## src/rtl/instruction_fetch_pkg.sv

```systemverilog
// Shared CPU front-end definitions used by the fetch stage.
//   fetch_state_e    : fetch FSM states (request, drain stale request, hold buffer)
//   INSTR_W          : instruction word width
//   PC_INC           : sequential PC increment
//   DEFAULT_RESET_PC : default reset vector
//   word_align()     : clears the two byte-offset bits of an address
package instruction_fetch_pkg;

    localparam int          INSTR_W          = 32;
    localparam logic [31:0] PC_INC           = 32'd4;
    localparam logic [31:0] DEFAULT_RESET_PC = 32'h0000_0000;

    typedef enum logic [1:0] {
        FS_REQ   = 2'd0,
        FS_DRAIN = 2'd1,
        FS_HOLD  = 2'd2
    } fetch_state_e;

    function automatic logic [31:0] word_align(input logic [31:0] addr);
        return {addr[31:2], 2'b00};
    endfunction

endpackage

```

## src/rtl/instruction_fetch.sv

```systemverilog
// Instruction fetch stage: PC register, req/ack instruction-memory master and
// a one-entry valid/ready output buffer toward decode.
// Ports:
//   clk, rst                     : clock, synchronous active-high reset
//   redirect_valid, redirect_pc  : PC change ordered by branch/jump resolution
//   imem_req, imem_addr          : fetch request (held until ack), fetch address
//   imem_ack, imem_rdata         : one-cycle ack pulse with the instruction word
//   if_valid, if_ready           : output buffer handshake toward decode
//   if_pc, if_instr, if_pc_plus4 : buffered instruction, its PC and PC+4
// All outputs come straight from flops.
module instruction_fetch
    import instruction_fetch_pkg::*;
#(
    parameter logic [31:0] RESET_PC = DEFAULT_RESET_PC
) (
    input  logic               clk,
    input  logic               rst,
    input  logic               redirect_valid,
    input  logic [31:0]        redirect_pc,
    output logic               imem_req,
    output logic [31:0]        imem_addr,
    input  logic               imem_ack,
    input  logic [INSTR_W-1:0] imem_rdata,
    output logic               if_valid,
    input  logic               if_ready,
    output logic [31:0]        if_pc,
    output logic [INSTR_W-1:0] if_instr,
    output logic [31:0]        if_pc_plus4
);

    fetch_state_e       state_q, state_d;
    logic [31:0]        pc_q, pc_d;             // next address to fetch
    logic [31:0]        req_addr_q, req_addr_d; // address in flight
    logic               imem_req_q, imem_req_d;
    logic               if_valid_q, if_valid_d;
    logic [31:0]        if_pc_q, if_pc_d;
    logic [INSTR_W-1:0] if_instr_q, if_instr_d;
    logic [31:0]        if_pc_plus4_q, if_pc_plus4_d;

    logic [31:0]        redir_pc;
    logic [31:0]        req_addr_inc;

    assign redir_pc     = word_align(redirect_pc);
    assign req_addr_inc = req_addr_q + PC_INC;   // wraps modulo 2^32

    always_comb begin
        state_d       = state_q;
        pc_d          = pc_q;
        req_addr_d    = req_addr_q;
        if_valid_d    = if_valid_q;
        if_pc_d       = if_pc_q;
        if_instr_d    = if_instr_q;
        if_pc_plus4_d = if_pc_plus4_q;

        case (state_q)
            FS_REQ: begin
                if (redirect_valid) begin
                    if (imem_ack) begin
                        // Word just returned belongs to the old path: drop it
                        // and issue the new target immediately.
                        req_addr_d = redir_pc;
                    end else begin
                        // Request cannot be withdrawn; let it complete first.
                        pc_d    = redir_pc;
                        state_d = FS_DRAIN;
                    end
                end else if (imem_ack) begin
                    if_valid_d    = 1'b1;
                    if_pc_d       = req_addr_q;
                    if_instr_d    = imem_rdata;
                    if_pc_plus4_d = req_addr_inc;
                    pc_d          = req_addr_inc;
                    state_d       = FS_HOLD;
                end
            end
            FS_DRAIN: begin
                // Latest redirect wins, including one arriving with the ack.
                if (redirect_valid) begin
                    pc_d = redir_pc;
                end
                if (imem_ack) begin
                    req_addr_d = redirect_valid ? redir_pc : pc_q;
                    state_d    = FS_REQ;
                end
            end
            FS_HOLD: begin
                // Redirect beats the handshake: the buffered word is wrong-path.
                if (redirect_valid) begin
                    if_valid_d = 1'b0;
                    req_addr_d = redir_pc;
                    state_d    = FS_REQ;
                end else if (if_ready) begin
                    if_valid_d = 1'b0;
                    req_addr_d = pc_q;
                    state_d    = FS_REQ;
                end
            end
            default: begin
                state_d = FS_REQ;
            end
        endcase

        imem_req_d = (state_d != FS_HOLD);
    end

    always_ff @(posedge clk) begin
        if (rst) begin
            state_q       <= FS_REQ;
            pc_q          <= RESET_PC;
            req_addr_q    <= RESET_PC;
            imem_req_q    <= 1'b1;
            if_valid_q    <= 1'b0;
            if_pc_q       <= '0;
            if_instr_q    <= '0;
            if_pc_plus4_q <= '0;
        end else begin
            state_q       <= state_d;
            pc_q          <= pc_d;
            req_addr_q    <= req_addr_d;
            imem_req_q    <= imem_req_d;
            if_valid_q    <= if_valid_d;
            if_pc_q       <= if_pc_d;
            if_instr_q    <= if_instr_d;
            if_pc_plus4_q <= if_pc_plus4_d;
        end
    end

    assign imem_req    = imem_req_q;
    assign imem_addr   = req_addr_q;
    assign if_valid    = if_valid_q;
    assign if_pc       = if_pc_q;
    assign if_instr    = if_instr_q;
    assign if_pc_plus4 = if_pc_plus4_q;

endmodule

```

## config.mk

```make
export PLATFORM = sky130hd
export DESIGN_NAME = instruction_fetch
export DESIGN_NICKNAME = d
export VERILOG_FILES = /design/src/rtl/instruction_fetch_pkg.sv /design/src/rtl/instruction_fetch.sv
export SDC_FILE = /design/constraint.sdc
export NUM_CORES = 1
export LEC_CHECK = 0
export CAP_MARGIN = 5
export CORE_MARGIN = 2
export CORE_UTILIZATION = 51
export CTS_CLUSTER_DIAMETER = 80
export DETAILED_ROUTE_END_ITERATION = 8
export GPL_TIMING_DRIVEN = 0
export PLACE_DENSITY = 0.84
export SYNTH_ARGS = -nofsm -noshare
export SYNTH_HDL_FRONTEND = slang
export SYNTH_SLANG_ARGS = --single-unit
```

## constraint.sdc

```tcl
create_clock -name clk -period 3.3 [get_ports clk]
set_input_delay 0.825 -clock clk [delete_from_list [all_inputs] [get_ports clk]]
set_output_delay 0.825 -clock clk [all_outputs]
set_load 0.05 [all_outputs]
```

==> results of run 1 <==
tightest hold or removal path, cell delays in order (launching register included):
cell and delay, ns:
dfxtp_1 0.30, nand2_1 0.05, a21oi_1 0.05
layout make-up:
| cell class | count | area [um^2] | share of cell area |
|---|---|---|---|
| tap | 176 | 220.2 | 0.02261 |
| clock inverter | 11 | 180.2 | 0.01850 |
| timing repair buffer | 196 | 1962 | 0.2015 |
| inverter | 7 | 26.28 | 0.002698 |
| clock buffer | 21 | 480.5 | 0.04934 |
| buffer | 75 | 310.3 | 0.03186 |
| multi-input combinational | 623 | 3316 | 0.3405 |
| sequential | 162 | 3243 | 0.3330 |
report_power, final:
group          leakage (nW)  internal, mW  switching [mW]  total (mW)
clock network         0.332          1.41           0.793        2.21
registers              1.33          2.12           0.156        2.28
logic                  1.79         0.477           0.958        1.44
worst paths after layout:
kind / end / slack [ns] / depth (start not counted)
setup reg to reg: pc_q[13] / 0.45 / 9
hold / removal: if_instr[21] / 0.45 / 2
hold reg to reg: if_instr[21] / 0.45 / 2
setup / recovery: pc_q[16] / 0.24 / 7
layout by cell type, fill, tap and decap left out, drive strengths merged, types with 4 or more instances in the layout:
| master | n |
|---|---|
| dfxtp | 162 |
| o22ai | 9 |
| inv | 7 |
| nand2 | 211 |
| nor4 | 6 |
| buf | 10 |
| clkinv | 6 |
| nand4 | 7 |
| a21oi | 90 |
| bufinv | 5 |
| and3 | 9 |
| nand3 | 21 |
| xnor2 | 7 |
| a31oi | 4 |
| a211oi | 24 |
| nor2 | 83 |
| a22oi | 13 |
| a311oi | 31 |
| nand2b | 6 |
| nor3 | 22 |
| o21ai | 23 |
| ha | 5 |
| o31a | 4 |
| xor2 | 16 |
| clkbuf | 86 |
| clkdlybuf4s50 | 196 |
Yosys cell counts, types with 4 or more instances:
cell type and number:
a211oi_1 24, a21oi_1 90, a22oi_1 13, a311oi_1 31
a31oi_1 4, and3_1 9, buf_2 4, buf_4 4
clkbuf_1 64, dfxtp_1 162, ha_1 5, inv_1 7
nand2_1 211, nand2b_1 6, nand3_1 19, nand4_1 6
nor2_1 83, nor3_1 22, o21ai_0 20, o22ai_1 9
o31a_1 4, xnor2_1 7, xor2_1 16
per-stage QoR:
stage                     instance area, um^2  setup TNS [ns]
after floorplan                          6895               0
after global placement                   9077        -0.08654
after detailed placement                 9077         -0.2350
after CTS                                9738               0
after global routing                     9738               0
final                                    9738               0
logic make-up after synthesis:
| family | share of synthesized area |
|---|---|
| AOI/OAI and AO/OA | 0.1987 |
| buffers and inverters | 0.04881 |
| adders and majority gates | 0.01052 |
| and+or+nand+nor | 0.2424 |
| DFF | 0.4703 |
| xor gates and xnor gates | 0.02921 |
sequential cells by signal, summed over array words and instances, names as in the netlist:
signal / flops
pc_q: 32
imem_req: 1
state_q: 2
imem_addr: 32
if_instr: 32
if_pc_plus4: 30
if_valid: 1
if_pc: 32
per-layer routing:
layer | routed length [um] | track usage
met5 | 0 | 0
met4 | 828 | 0.1381
met3 | 2485 | 0.07783
met2 | 11080 | 0.5256
met1 | 9275 | 0.4111
==> summary.md, run 1 <==
| Metric | Value |
|---|---|
| Status | `completed` |
| Leading area contributor after synthesis | `dfxtp_1` |
| # setup viols final | `0` |
| CP Max Fanout | `10` |
| DRC Markers | `0` |
| Final Non-Filler Cells | `1271` |
| Placed insts | `1239` |
| CTS buffer count | `17` |
| Clock latency on the worst-skew pair | `0.43 ns` |
| Seq/Total Area, Yosys | `0.4703` |
| Core ar. | `13240 um^2` |
| Post-synth ARST share | `0` |
| Routed vias/inst | `5.860` |
| Period utilisation layout | `0.9265` |
| CTS sink count | `162` |
| Synthesized net count | `941` |
| Antenna violations before repair | `0` |
| Most Frequent Cell on Critical Path | `clkbuf_1` |
| Drt wl/cell | `18.62 um` |
| Post-synth cell types | `50` |
| CP delay by family, top | `buffers and inverters` |
| Max Buffers Root-to-Sink | `2` |
| Worst min path class | `flop to flop` |
| Worst-Margin Slew | `1.166 ns` |
| Top cells by area, synth | `dfxtp_1, nand2_1, a21oi_1` |
| Top-area cell type share of the netlist area | `0.4703` |
| Mapped cell area | `6895 um^2` |
| Reg2reg start | `state_q[1]` |
| First-pass GRT wire length | `36450 um` |
| Top_reg_cell synth | `dfxtp_1` |
| Synth Warn # | `0` |
| Post-place setup slack | `-0.04892 ns` |
| I/O Pins | `199` |
| Fin util | `0.7354` |
| Syn_area_per_cell | `7.953 um^2` |
| HP Start | `if_instr[21]` |
| Number of synthesized flops with an enable pin | `0` |
| CP Capture Type | `flop` |
| CP startpoint kind | `primary input` |
| Antenna Nets Post-Route | `0` |
| Final Hold Vio Count | `0` |
| Power Density | `607.8 nW/um^2` |
| CTS tree | `built` |
| Gr usage total | `0.3233` |
| Largest net degree at the start of global routing | `17` |
| Post-route minimum period | `3.057 ns` |
| Grt total ovfl | `0` |
| CP Cell Sequence | `clkdlybuf4s50_1, clkbuf_1, nand2b_1, a31oi_1, clkbuf_1, o21ai_0, nor2_1` |
| ANT cells | `0` |
| CP max stage cell | `a31oi_1` |
| Slew margin rel. | `0.2188` |
| RSZ-0062 raised after global routing | `no` |
| Fin nets | `1156` |
| Fraction of final layout cells sized beyond drive strength 1 | `0.04840` |
| Final setup skew | `0.007274 ns` |
| Post-CTS Repair Setup Buffers | `0` |
| Final Max Slew Viols | `0` |
| Port Buffers | `196` |
| Worst setup path start | `imem_ack` |
| Max_cap viols | `0` |
| Gates resized, CTS repair | `0` |
| Post-DP HPWL | `16260 um` |
| Vias in the first global route | `6948` |
| DR vias | `7448` |
| Routed WL | `23670 um` |
| Detailed Routing Iterations Pass 1 | `6` |
| Setup ws final | `0.2425 ns` |
| Rows | `42` |
| VDD IR max | `0.3465 mV` |
| Register bit total from synthesis | `162` |
| Die ar. | `14470 um^2` |
| Root buffer cell | `clkbuf_16` |
| Worst Path Required | `3.67 ns` |
| Clock Pin Slew Worst Setup and Hold Paths | `0.06 ns` |
| Worst path bufs/invs | `3` |
| FMAX | `0.3271 GHz` |
| Routability congestion estimate | `0.9598` |
| Die width | `120.3 um` |
| Worst EP arrival | `3.43 ns` |
| Final Power | `5.919 mW` |
| Hold WS | `0.4514 ns` |
| Synth Instances | `867` |
| CP Class | `primary input to flop` |
| Max stage delay on crit path | `0.88 ns` |
| Fillers | `1041` |
| H-Tree Depth | `4` |
| Hold-fix buffer count after cts | `0` |
| Layout area overhead | `41.23%` |
| Die height | `120.3 um` |
| Drt first-iter violations | `811` |
| Initial Util | `0.5207` |
| Pleak | `3.447 nW` |
(Power assumes the default switching activity.)
==> inputs of run 2 (changes only) <==
- CORE_UTILIZATION: 51 -> 48
- PLACE_DENSITY: 0.84 -> 0.8
- clock period: 3.3 -> 3.2 ns (I/O delays scaled with it)
==> run 2 against run 1 <==
Net effect:
- register-to-register slack worse by 0.12 ns
- first-iteration DRC count is 0.49% higher
- flip-flop and latch count stayed put
- largest cell class unchanged
==> summary.md, run 2 (synthesis results as in run 1) <==
| Metric | Value |
|---|---|
| Layout area overhead | `40.32%` |
| I/O Pins | `199` |
| Die ar. | `15340 um^2` |
| Placed insts | `1243` |
| Setup slack, reg-to-reg | `0.33 ns` |
| Post-DP HPWL | `16570 um` |
| ANT cells | `0` |
| VDD IR max | `0.3413 mV` |
| CP startpoint kind | `primary input` |
| H-Tree Depth | `4` |
| Antenna Nets Post-Route | `0` |
| Port Buffers | `196` |
| Hold-fix buffer count after cts | `0` |
| Max_cap viols | `0` |
| FF-to-FF End | `pc_q[29]` |
| Gates resized, CTS repair | `0` |
| Hold Path Cell Cnt | `2` |
| Worst Path Required | `3.48 ns` |
| Gr usage total | `0.3052` |
| Worst reg2reg path depth | `9` |
| CTS tree | `built` |
| Fin nets | `1156` |
| Power Density | `608.6 nW/um^2` |
| Detailed Routing Iterations Pass 1 | `6` |
| Fillers | `1152` |
| Die height | `123.9 um` |
| Worst setup path start | `imem_ack` |
| Crit path capture | `pc_q[25]` |
| Most common cell after layout, fill and taps aside | `nand2_1` |
| FMAX | `0.3349 GHz` |
| CP Class | `primary input to flop` |
| Final Hold Vio Count | `0` |
| Pleak | `3.399 nW` |
| Rows | `43` |
| Sw frac | `0.3384` |
| Clock Pin Slew Worst Setup and Hold Paths | `0.07 ns` |
| CTS buffer count | `17` |
| Drt first-iter violations | `815` |
| Fin util | `0.6944` |
| Combinational Power Share | `0.251` |
| Max Buffers Root-to-Sink | `2` |
| Post-CTS Repair Setup Buffers | `0` |
| Die width | `123.9 um` |
| Slew margin rel. | `0.2765` |
| Cell Int Power | `3.896 mW` |
| CP Max Fanout | `10` |
| Final Non-Filler Cells | `1275` |
| Hold WS | `0.4526 ns` |
| Largest net degree at the start of global routing | `17` |
| Dpl cell area | `9082 um^2` |
| Final instance area | `9676 um^2` |
| Routed WL | `23560 um` |
| CP Capture Type | `flop` |
| Commonest non-fill, non-tap cells in the layout | `nand2_1, clkdlybuf4s50_1, dfxtp_1` |
| Worst EP arrival | `3.27 ns` |
| Worst min path class | `flop to flop` |
| DRC Markers | `0` |
| CTS sink count | `162` |
| Status | `completed` |
| # setup viols final | `0` |
| Grt total ovfl | `0` |
| Routed vias/inst | `5.758` |
| Drt wl/cell | `18.47 um` |
| Period utilisation layout | `0.9332` |
| Core ar. | `13930 um^2` |
| First-pass GRT wire length | `35460 um` |
| Root buffer cell | `clkbuf_16` |
| Clock latency on the worst-skew pair | `0.44 ns` |
| Final setup skew | `0.006808 ns` |
| Vias in the first global route | `6711` |
| Clock power frac | `0.350` |
| Routability congestion estimate | `0.9588` |
| Reg power frac | `0.399` |
| Switching power | `1.993 mW` |
| Initial Util | `0.4948` |
| Final Max Slew Viols | `0` |
| Reg2reg start | `state_q[1]` |
| Fraction of final layout cells sized beyond drive strength 1 | `0.04840` |
| Worst-Margin Slew | `1.080 ns` |
| Antenna violations before repair | `0` |
| RSZ-0062 raised after global routing | `no` |
| Post-route minimum period | `2.986 ns` |
| DR vias | `7341` |
-- run 2: cell types whose count changed in the layout (fill, tap and decap cells not counted), sizes merged --
| cell | before | now |
|---|---|---|
| bufinv | 5 | 3 |
| clkinv | 6 | 8 |
| clkinvlp | 0 | 4 |
| clkbuf | 86 | 82 |
-- run 2: worst min path at each step --
stage / startpoint / to
6_report: if_instr[26] / if_instr[26]
5_1_grt: if_pc[22] / if_pc[22]
4_1_cts: if_pc[13] / if_pc[13]
3_5_place_dp: if_pc[13] / if_pc[13]
3_3_place_gp: if_pc[20] / if_pc[20]
2_1_floorplan: pc_q[21] / pc_q[21]
-- run 2: layout make-up --
type                    instances  area (um^2)  area share
multi-input cells             623         3316      0.3427
flip-flops and latches        162         3243      0.3352
repair buffers                196         1962      0.2028
clock buffers                  17        425.4     0.04397
plain buffers                  75        310.3     0.03207
well taps                     180        225.2     0.02328
clock inverters                15        167.7     0.01733
inverters                       7        26.28    0.002716
-- run 2: stage by stage --
step                      power [mW]  TNS [ns]  setup WS, ns
after floorplan                3.282         0        0.7170
after global placement         3.818    -1.421       -0.1301
after detailed placement       3.840    -2.059       -0.1467
after CTS                      5.872         0        0.2958
after global routing           6.079         0       0.06738
final                          5.889         0        0.2137
-- run 2: layer usage --
| metal | wire (um) | GRT usage |
|---|---|---|
| met1 | 9571 | 0.4058 |
| met2 | 11020 | 0.4842 |
| met3 | 2169 | 0.05907 |
| met4 | 798 | 0.1314 |
| met5 | 0 | 0 |
-- run 2: critical path, stage by stage --
cell             delay (ns)
clkdlybuf4s50_1        0.46
clkbuf_1               0.24
nand2b_1               0.21
a31oi_1                0.82
clkbuf_1               0.56
a311oi_1               0.18
-- run 2: power by group through the flow --
stage,Combinational [mW],Clock [mW],Sequential [mW]
finish,1.48,2.06,2.35
global route,1.56,2.15,2.37
CTS,1.46,2.07,2.34
detailed placement,1.45,0,2.39
global placement,1.44,0,2.38
floorplan,0.506,0,2.78
==> inputs of run 3 (changes only) <==
- CAP_MARGIN: 5 -> unset
- CORE_UTILIZATION: 48 -> 63
- DONT_BUFFER_PORTS: unset -> 1
- PLACE_DENSITY: 0.8 -> 0.78
==> run 3 against run 2 <==
Net effect:
- worst hold slack worse by 0.067 ns
- maximum frequency is 4.1% lower
- power is 1.4% lower
- highest routed layer unchanged
- flip-flop and latch count stayed put
- setup slack worse by 0.13 ns
- clock skew hardly changed
- utilization is 2.5 points higher
- largest cell class unchanged
==> summary.md, run 3 (synthesis results as in run 1) <==
| Metric | Value |
|---|---|
| ANT cells | `0` |
| Final Hold Vio Count | `0` |
| Switching power | `1.941 mW` |
| Status | `completed` |
| Worst-Margin Slew | `1.156 ns` |
| Pleak | `2.715 nW` |
| RSZ-0062 raised after global routing | `no` |
| Sequential cell area | `3243 um^2` |
| Post-CTS Repair Setup Buffers | `0` |
| Commonest non-fill, non-tap cells in the layout | `nand2_1, dfxtp_1, a21oi_1` |
| Gates resized, CTS repair | `0` |
| Fillers | `891` |
| CP Capture Type | `flop` |
| Hold WS | `0.3856 ns` |
| First-pass GRT wire length | `33090 um` |
| Max_cap viols | `0` |
| Cell Int Power | `3.867 mW` |
| Clock Pin Slew Worst Setup and Hold Paths | `0.07 ns` |
| Vias in the first global route | `6409` |
| Reg power frac | `0.482` |
| Gr usage total | `0.3691` |
| Worst min path class | `primary input to flop` |
| Hold Path Cell Cnt | `2` |
| Hold EP | `if_instr[5]` |
| VDD IR max | `0.4718 mV` |
| I/O Pins | `199` |
| Antenna violations before repair | `0` |
| Multi-input gate area | `3316 um^2` |
| Post-place setup slack | `0.2105 ns` |
| Most common cell after layout, fill and taps aside | `nand2_1` |
| Period utilisation layout | `0.9729` |
| Routability congestion estimate | `0.9156` |
| CTS sink count | `162` |
| Hold-fix buffer count after cts | `0` |
| Die ar. | `11800 um^2` |
| Fin util | `0.7196` |
| Die width | `108.6 um` |
| Largest net degree at the start of global routing | `17` |
| CP Cell Sequence | `ha_1, nand3_2, nor4_1, a21boi_0, o21ai_0, a31oi_1` |
| Power Density | `751.2 nW/um^2` |
| Clock latency on the worst-skew pair | `0.54 ns` |
| FMAX | `0.3212 GHz` |
| Worst Path Required | `3.60 ns` |
| Detailed Routing Iterations Pass 1 | `6` |
| Final Power | `5.808 mW` |
| Worst EP arrival | `3.51 ns` |
| Setup TNS | `0 ns` |
| Max Buffers Root-to-Sink | `2` |
| CP Class | `flop to flop` |
| Final Non-Filler Cells | `1039` |
| Layout area overhead | `12.14%` |
| Reg2reg start | `imem_addr[2]` |
| Clock power frac | `0.394` |
| Grt total ovfl | `0` |
| Setup ws final | `0.08668 ns` |
| Fin nets | `960` |
| Core ar. | `10750 um^2` |
| CP Max Fanout | `7` |
| Routed WL | `22140 um` |
| Drt first-iter violations | `692` |
| H-Tree Depth | `4` |
| # setup viols final | `0` |
| Setup slack, reg-to-reg | `0.09 ns` |
| Final Max Slew Viols | `0` |
| Max stage delay on crit path | `1.05 ns` |
| Root buffer cell | `clkbuf_8` |
| Rows | `38` |
| Die height | `108.6 um` |
| Post-route minimum period | `3.113 ns` |
| Port Buffers | `0` |
| Post-DP HPWL | `15480 um` |
| Placed insts | `1007` |
| HP Start | `imem_rdata[5]` |
| DRC Markers | `0` |
| Combinational Power Share | `0.124` |
| CTS tree | `built` |
| Final setup skew | `0.006791 ns` |
| Final instance area | `7732 um^2` |
| Worst reg2reg path depth | `6` |
| Initial Util | `0.6417` |
| Drt wl/cell | `21.31 um` |
| CP startpoint kind | `flop` |
| Routed vias/inst | `6.428` |
| Dpl cell area | `7071 um^2` |
| CTS buffer count | `17` |
| CP max stage cell | `nor4_1` |
| FF-to-FF End | `pc_q[20]` |
| Fraction of final layout cells sized beyond drive strength 1 | `0.05784` |
| Sw frac | `0.3342` |
| Antenna Nets Post-Route | `0` |
| Slew margin rel. | `0.2222` |
| DR vias | `6679` |
[run 3: changes by cell type in the layout (fill, tap and decap cells not counted), moves of 2 or more]
cell and change:
clkbuf_8 +2, clkinv_4 -2, bufinv_16 +3, clkdlybuf4s50_1 -196, inv_6 +2, clkinv_2 -4
[run 3: power by group through the flow]
stage	clock network (mW)	logic [mW]	registers (mW)
global placement	0	0.666	2.83
CTS	2.28	0.699	2.80
global route	2.36	0.782	2.82
floorplan	0	0.506	2.78
detailed placement	0	0.691	2.84
finish	2.29	0.718	2.80
[run 3: cell type report]
type                       instances  area share
sequential                       162      0.4194
tap                              140     0.02265
clock inverter                    13     0.02977
multi-input combinational        623      0.4288
buffer                            75     0.04013
clock buffer                      19     0.05583
inverter                           7    0.003398
[run 3: worst max-delay path by stage]
| stage | end | slack (ns) | depth (start not counted) | from |
|---|---|---|---|---|
| after global placement | if_pc_plus4[26] | 0.28 | 6 | imem_addr[2] |
| final | pc_q[20] | 0.09 | 6 | imem_addr[2] |
| after detailed placement | if_pc_plus4[20] | 0.21 | 6 | imem_ack |
| after floorplan | if_pc_plus4[30] | 0.72 | 7 | imem_addr[2] |
| after global routing | if_pc_plus4[26] | 0.02 | 6 | imem_addr[2] |
| after CTS | if_pc_plus4[26] | 0.21 | 6 | imem_addr[2] |
[run 3: worst max-delay path, delay by kind of cell, from the launching register on]
| family | cells | cell delay [ns] |
|---|---|---|
| adders and majority gates | 1 | 0.32 |
| DFF | 1 | 0.79 |
| and+or+nand+nor | 2 | 1.23 |
| AOI/OAI and AO/OA | 3 | 0.64 |
[run 3: per-layer routing]
metal,GRT usage,vias to the layer above,part of all wire
met5,0,-,0
met4,0.1758,0,0.043
met3,0.1058,86,0.11
met2,0.6071,392,0.47
met1,0.4452,3152,0.38
li1,-,3049,-
